`config.mk`:
```
export PLATFORM = sky130hd
export DESIGN_NAME = dram_bank_ctrl
export DESIGN_NICKNAME = d
export VERILOG_FILES = /design/src/rtl/dram_bank_ctrl.sv
export SDC_FILE = /design/constraint.sdc
export NUM_CORES = 1
export LEC_CHECK = 0
export CORE_MARGIN = 2
export CORE_UTILIZATION = 45
export DETAILED_ROUTE_END_ITERATION = 10
export DONT_BUFFER_PORTS = 1
export GPL_TIMING_DRIVEN = 0
export HOLD_SLACK_MARGIN = 0.08
export PLACE_DENSITY = 0.7
export SYNTH_ARGS = -nofsm -noshare
export SYNTH_HDL_FRONTEND = slang
export SYNTH_SLANG_ARGS = --single-unit
export TNS_END_PERCENT = 20
```
`constraint.sdc`:
```
create_clock -name clk -period 4.1 [get_ports clk]
set_input_delay 0.82 -clock clk [delete_from_list [all_inputs] [get_ports clk]]
set_output_delay 0.82 -clock clk [all_outputs]
set_load 0.03 [all_outputs]
```
`src/rtl/dram_bank_ctrl.sv`:
```
// Per-bank DDR2 sequencer. Holds one bank request, splits it into ACT/RD/WR/PRE/REF
// command requests for the scheduler and enforces the bank-local timings
// (tRCD, tRP, tRAS, tRFC, tRTP, tWTP) under an open-page policy.
module dram_bank_ctrl #(
    parameter int unsigned BANK_ID      = 0,
    parameter int unsigned BA_W         = 3,
    parameter int unsigned RA_W         = 14,
    parameter int unsigned CA_W         = 11,
    parameter int unsigned ID_W         = 4,
    parameter int unsigned T_W          = 8,
    parameter int unsigned BURST_CA_INC = 8
) (
    input  logic            clk,
    input  logic            rst_n,
    input  logic            req_valid_i,
    output logic            req_ready_o,
    input  logic [ID_W-1:0] req_id_i,
    input  logic [RA_W-1:0] req_ra_i,
    input  logic [CA_W-1:0] req_ca_i,
    input  logic [3:0]      req_len_i,
    input  logic            req_wr_i,
    input  logic [T_W-1:0]  t_rcd_i,
    input  logic [T_W-1:0]  t_rp_i,
    input  logic [T_W-1:0]  t_ras_i,
    input  logic [T_W-1:0]  t_rfc_i,
    input  logic [T_W-1:0]  t_rtp_i,
    input  logic [T_W-1:0]  t_wtp_i,
    input  logic            ref_pend_i,
    output logic            act_req_o,
    output logic            rd_req_o,
    output logic            wr_req_o,
    output logic            pre_req_o,
    output logic            ref_req_o,
    input  logic            act_gnt_i,
    input  logic            rd_gnt_i,
    input  logic            wr_gnt_i,
    input  logic            pre_gnt_i,
    input  logic            ref_gnt_i,
    output logic [BA_W-1:0] ba_o,
    output logic [RA_W-1:0] ra_o,
    output logic [CA_W-1:0] ca_o,
    output logic [ID_W-1:0] id_o,
    output logic            bank_idle_o
);

    typedef enum logic [1:0] {StClosed, StOpen, StPreWait, StRefWait} state_e;

    // Counter load value and per-cycle decrement: both are max(x - 1, 0).
    function automatic logic [T_W-1:0] dec_sat(input logic [T_W-1:0] x);
        return (x == '0) ? '0 : x - T_W'(1);
    endfunction

    state_e          state_q, state_d;
    logic            hold_valid_q, hold_valid_d;
    logic [ID_W-1:0] hold_id_q, hold_id_d;
    logic [RA_W-1:0] hold_ra_q, hold_ra_d;
    logic [CA_W-1:0] hold_ca_q, hold_ca_d;
    logic [3:0]      hold_len_q, hold_len_d;
    logic            hold_wr_q, hold_wr_d;
    logic [3:0]      cmd_cnt_q, cmd_cnt_d;
    logic [RA_W-1:0] open_ra_q, open_ra_d;
    logic [T_W-1:0]  rcd_cnt_q, rcd_cnt_d;
    logic [T_W-1:0]  ras_cnt_q, ras_cnt_d;
    logic [T_W-1:0]  pre_cnt_q, pre_cnt_d;
    logic [T_W-1:0]  rp_cnt_q, rp_cnt_d;
    // Outstanding, not-yet-granted request; keeps it stable when ref_pend_i rises.
    logic [4:0]      lock_q, lock_d;

    logic [4:0]      new_vec, req_vec, gnt_vec;
    logic            new_act, new_rd, new_wr, new_pre, new_ref;
    logic            fire_act, fire_rd, fire_wr, fire_pre, fire_ref;
    logic            wait_done, eff_closed, row_hit, row_miss, ref_boundary;
    logic [T_W-1:0]  col_t;
    logic [CA_W-1:0] ca_off;

    // Wait states whose counter has expired behave exactly like CLOSED, so the
    // dependent ACT/REF can be requested in the cycle the counter reaches 0.
    assign wait_done    = ((state_q == StPreWait) || (state_q == StRefWait)) && (rp_cnt_q == '0);
    assign eff_closed   = (state_q == StClosed) || wait_done;
    assign row_hit      = hold_valid_q && (hold_ra_q == open_ra_q);
    assign row_miss     = hold_valid_q && (hold_ra_q != open_ra_q);
    assign ref_boundary = ref_pend_i && (cmd_cnt_q == '0);

    // Fresh command request from registered state and counters only.
    always_comb begin
        new_act = 1'b0;
        new_rd  = 1'b0;
        new_wr  = 1'b0;
        new_pre = 1'b0;
        new_ref = 1'b0;
        if (eff_closed) begin
            if (ref_pend_i) begin
                new_ref = 1'b1;
            end else if (hold_valid_q) begin
                new_act = 1'b1;
            end
        end else if (state_q == StOpen) begin
            if (row_hit && (rcd_cnt_q == '0) && !ref_boundary) begin
                new_wr = hold_wr_q;
                new_rd = !hold_wr_q;
            end else if ((row_miss || ref_boundary) && (ras_cnt_q == '0) &&
                         (pre_cnt_q == '0)) begin
                new_pre = 1'b1;
            end
        end
    end

    assign new_vec = {new_ref, new_pre, new_wr, new_rd, new_act};
    assign req_vec = (lock_q != '0) ? lock_q : new_vec;
    assign gnt_vec = {ref_gnt_i, pre_gnt_i, wr_gnt_i, rd_gnt_i, act_gnt_i};
    assign {ref_req_o, pre_req_o, wr_req_o, rd_req_o, act_req_o} = req_vec;
    // Grants without a matching request are masked off here.
    assign {fire_ref, fire_pre, fire_wr, fire_rd, fire_act} = req_vec & gnt_vec;

    assign col_t  = fire_wr ? dec_sat(t_wtp_i) : dec_sat(t_rtp_i);
    assign ca_off = CA_W'(cmd_cnt_q) * CA_W'(BURST_CA_INC);

    assign req_ready_o = !hold_valid_q;
    assign ba_o        = BA_W'(BANK_ID);
    assign ra_o        = hold_ra_q;
    assign ca_o        = hold_ca_q + ca_off;
    assign id_o        = hold_id_q;
    assign bank_idle_o = eff_closed && !hold_valid_q;

    // Next-state: FSM transitions, timing counter loads and request capture.
    always_comb begin
        state_d      = state_q;
        hold_valid_d = hold_valid_q;
        hold_id_d    = hold_id_q;
        hold_ra_d    = hold_ra_q;
        hold_ca_d    = hold_ca_q;
        hold_len_d   = hold_len_q;
        hold_wr_d    = hold_wr_q;
        cmd_cnt_d    = cmd_cnt_q;
        open_ra_d    = open_ra_q;
        rcd_cnt_d    = dec_sat(rcd_cnt_q);
        ras_cnt_d    = dec_sat(ras_cnt_q);
        pre_cnt_d    = dec_sat(pre_cnt_q);
        rp_cnt_d     = dec_sat(rp_cnt_q);
        lock_d       = req_vec & ~gnt_vec;

        if (wait_done) begin
            state_d = StClosed;
        end
        if (fire_ref) begin
            rp_cnt_d = dec_sat(t_rfc_i);
            state_d  = StRefWait;
        end
        if (fire_act) begin
            open_ra_d = hold_ra_q;
            rcd_cnt_d = dec_sat(t_rcd_i);
            ras_cnt_d = dec_sat(t_ras_i);
            state_d   = StOpen;
        end
        if (fire_pre) begin
            rp_cnt_d = dec_sat(t_rp_i);
            state_d  = StPreWait;
        end
        if (fire_rd || fire_wr) begin
            pre_cnt_d = (pre_cnt_q > col_t) ? pre_cnt_q : col_t;
            if (cmd_cnt_q == hold_len_q) begin
                hold_valid_d = 1'b0;
                cmd_cnt_d    = '0;
            end else begin
                cmd_cnt_d = cmd_cnt_q + 4'd1;
            end
        end
        if (req_valid_i && !hold_valid_q) begin
            hold_valid_d = 1'b1;
            hold_id_d    = req_id_i;
            hold_ra_d    = req_ra_i;
            hold_ca_d    = req_ca_i;
            hold_len_d   = req_len_i;
            hold_wr_d    = req_wr_i;
            cmd_cnt_d    = '0;
        end
    end

    // State registers with asynchronous reset.
    always_ff @(posedge clk or negedge rst_n) begin
        if (!rst_n) begin
            state_q      <= StClosed;
            hold_valid_q <= 1'b0;
            hold_id_q    <= '0;
            hold_ra_q    <= '0;
            hold_ca_q    <= '0;
            hold_len_q   <= '0;
            hold_wr_q    <= 1'b0;
            cmd_cnt_q    <= '0;
            open_ra_q    <= '0;
            rcd_cnt_q    <= '0;
            ras_cnt_q    <= '0;
            pre_cnt_q    <= '0;
            rp_cnt_q     <= '0;
            lock_q       <= '0;
        end else begin
            state_q      <= state_d;
            hold_valid_q <= hold_valid_d;
            hold_id_q    <= hold_id_d;
            hold_ra_q    <= hold_ra_d;
            hold_ca_q    <= hold_ca_d;
            hold_len_q   <= hold_len_d;
            hold_wr_q    <= hold_wr_d;
            cmd_cnt_q    <= cmd_cnt_d;
            open_ra_q    <= open_ra_d;
            rcd_cnt_q    <= rcd_cnt_d;
            ras_cnt_q    <= ras_cnt_d;
            pre_cnt_q    <= pre_cnt_d;
            rp_cnt_q     <= rp_cnt_d;
            lock_q       <= lock_d;
        end
    end

    // A grant for a command that is not being requested is a scheduler bug.
    gnt_matches_req: assert property (@(posedge clk) disable iff (!rst_n)
        ((gnt_vec & ~req_vec) == '0));
    req_onehot: assert property (@(posedge clk) disable iff (!rst_n) $onehot0(req_vec));

endmodule

```
==> run summary <==
Main flop type after synthesis - dfrtp_1
DRC - 0
Hold Crit Class - input port to asynchronous set/reset pin
# rows - 41
RR Startpoint - ra_o[0]
Vias in the first global route - 4530
Yosys top cell by area - dfrtp_1
Placeable Area - 0.0126 sq mm
Routability-driven placement congestion ratio - 0.854
P_leak - 0.00274 uW
Share of cells above drive strength 1 - 16.7%
Chip height - 118 um
Top Ports - 130
Syn_area_per_cell - 10.1 sq um
Register area share after synthesis - 39.6%
Footprint of the multi-input gates - 0.00328 sq mm
GRT Residual Overflow - 0
DRT Pass-1 Iters - 4
Asr flop ratio synth - 100%
Cell Area, Synth - 0.00581 sq mm
R2R Setup Slk - 0.23 ns
CTS Sinks - 92
Max rail drop VDD - 330 uV
Worst-Skew Late Latency - 0.35 ns
Max Fclk - 259 MHz
I/O Buffers - 0
Die footprint - 0.0138 sq mm
H-tree depth - 3
Fin nets - 712
Register Area - 0.00230 sq mm
Global Route Usage Sum - 19.1%
Clk slew on worst S/H paths - 0.07 ns
Starting Density - 46.1%
Chip width - 118 um
Worst slew pin tran - 0.861 ns
Filler Cells Inserted - 1176
Initial antenna violation count - 0
Max cap viols - 0
Fin. Hold Viols - 0
CP Class - flop to flop
Clk_skew - 0.0128 ns
DR iter-0 viols - 159
Tmin final - 3.87 ns
Synthesized flop and latch total - 92
Avg WL per Cell - 16.9 um
Unique masters post-synth - 64
Crit end category - flop
Area Overhead vs Synth - 10.1%
Finish-stage setup viols - 0
Status - finished clean
CTS tree - done
Ant. Diodes - 0
Pwr Total - 4110 uW
HPWL Detailed - 9920 um
Max Slew Vio Count - 0
Crit share post-route - 94.3%
Post-synth EDFFs - 0
Drt total wl - 13000 um
First-pass GRT wire length - 21800 um
Worst hold slack - 0.170 ns
R2R depth - 15
DR vias/cell - 5.71
Slew Limit Headroom - 42.5%
Critical Path RT - 4.33 ns
PwrDens - 643 mW/mm^2
Worst r2r dst - pre_cnt_q[4]
Syn. warnings - 0
Max clock buf depth - 2
Vias - 4393
CTS buffer count - 9
Clk root buf - clkbuf_16
ANT nets after route - 0
Largest net degree at the start of global routing - 93
Synth top area share - 39.6%
CP Launch Type - flop
Post-Syn Instances - 576
Critical Path AT - 4.10 ns
Crit-path max FO - 8
Top cells by area, synth - dfrtp_1 (40%), mux2_2 (10%), ha_1 (5.8%)
[state kept, by name (all words and copies together) (netlist names)]
name	count
open_ra_q	14
ra_o	14
hold_ca_q	11
pre_cnt_q	8
ras_cnt_q	8
rcd_cnt_q	8
rp_cnt_q	8
lock_q	5
cmd_cnt_q	4
hold_len_q	4
id_o	4
state_q	2
hold_valid_q	1
hold_wr_q	1
[per-stage QoR]
stage	std cells	instance area (sq um)	util, %	TNS [ns]	setup WS (ns)
after floorplan	578	5820	-	0	0.339
after global placement	750	6030	47.8	-0.852	-0.215
after detailed placement	751	6050	47.9	-1.14	-0.255
after CTS	769	6360	50.4	0	0.117
after global routing	770	6400	50.7	-0.0160	-0.0160
final	770	6400	50.7	0	0.232
[cell families (layout without fill, tap and decap cells)]
kind of cell | after synthesis | in the layout | share of synthesized area [%]
adders and majority gates | 28 | 28 | 6.16
muxes | 64 | 64 | 12.2
AOI/OAI and AO/OA | 98 | 98 | 11.9
DFF | 92 | 92 | 39.6
buffers and inverters | 60 | 80 | 4.63
and+or+nand+nor | 172 | 172 | 16.2
xor gates and xnor gates | 61 | 61 | 9.19
other | 1 | 3 | 0.0645
[worst max-delay path, stage by stage, from the launching register on]
cell and delay (ns):
dfrtp_1 0.53, xor2_1 0.20, nor4_1 0.32, nand4_1 0.29, buf_4 0.22, buf_4 0.13
o21ai_2 0.32, o32ai_2 0.16, inv_1 0.09, ha_1 0.24, a21o_1 0.18, a21o_1 0.16
a21o_1 0.22, o22ai_4 0.25, nand2_2 0.12, a221o_1 0.32
[layer usage]
metal | routed length, um | share of wire (%) | up-vias | global-route usage, %
met5 | 0 | 0 | - | 0
met3 | 688 | 5.3 | 20 | 3.54
met4 | 260 | 2.0 | 0 | 7.38
met1 | 5600 | 43 | 2146 | 24.2
li1 | - | - | 2104 | -
met2 | 6460 | 50 | 123 | 32.4
[repair_timing]
item / in CTS / in global routing
hold buffers: 0 / 0
setup endpoints to repair: 7 / 6
endpoints found under the hold margin: 0 / 0
resized for setup: 1 / 7
pin swaps: 1 / 2
buffers inserted: 2 / 1
[cells in the mapped netlist, types with 3 or more instances]
library cell and number:
nor3_1 20, o22ai_1 19, nand4_1 7, nand3_1 17
nor2_1 35, nor4b_1 4, xor2_1 26, a21o_1 6
a221o_1 3, and2_1 3, mux2i_1 10, a31oi_1 3
dfrtp_1 92, or3_1 5, ha_1 27, o21ai_0 16
nand2_1 26, mux2_2 54, buf_4 7, clkbuf_1 6
and3_1 3, nor3b_1 6, a21oi_1 16, nor2b_1 12
xnor2_1 35, nand2b_1 6, o32ai_1 4, or4_1 6
nor4_1 10, inv_1 43, o31ai_1 6
[how the worst max path moves through the flow]
stage / from / to / slack (ns)
4_1_cts: ra_o[12] / pre_cnt_q[4] / 0.12
5_1_grt: ra_o[2] / pre_cnt_q[3] / -0.02
6_report: ra_o[0] / pre_cnt_q[4] / 0.23
2_1_floorplan: rcd_cnt_q[4] / pre_cnt_q[2] / 0.34
3_3_place_gp: ra_o[12] / pre_cnt_q[4] / -0.22
3_5_place_dp: ra_o[12] / pre_cnt_q[4] / -0.25
[layout by cell type, fill, tap and decap left out, types with 11 or more instances in the layout]
cell type	netlist	final
dfrtp_1	92	90
nand3_1	17	17
nand2_1	26	26
o21ai_0	16	15
nor2_1	35	35
a21oi_1	16	15
o22ai_1	19	18
nor3_1	20	20
ha_1	27	27
nor2b_1	12	12
mux2_2	54	54
xor2_1	26	26
xnor2_1	35	35
inv_1	43	43
buf_4	7	11
[layout make-up]
class | instances | area share, %
multi-input cells | 426 | 51.3
inverters | 43 | 2.52
clock inverters | 6 | 1.02
plain buffers | 17 | 1.68
repair buffers | 4 | 0.469
clock buffers | 10 | 3.58
flip-flops and latches | 92 | 36.0
well taps | 172 | 3.36
[where the power goes]
group	total, uW	leakage [uW]	internal [uW]	switching (uW)
clock	823	0.000142	473	350
combinational	1420	0.00148	713	703
sequential	1870	0.00112	1300	572
Power figures use the tool's default switching activity.
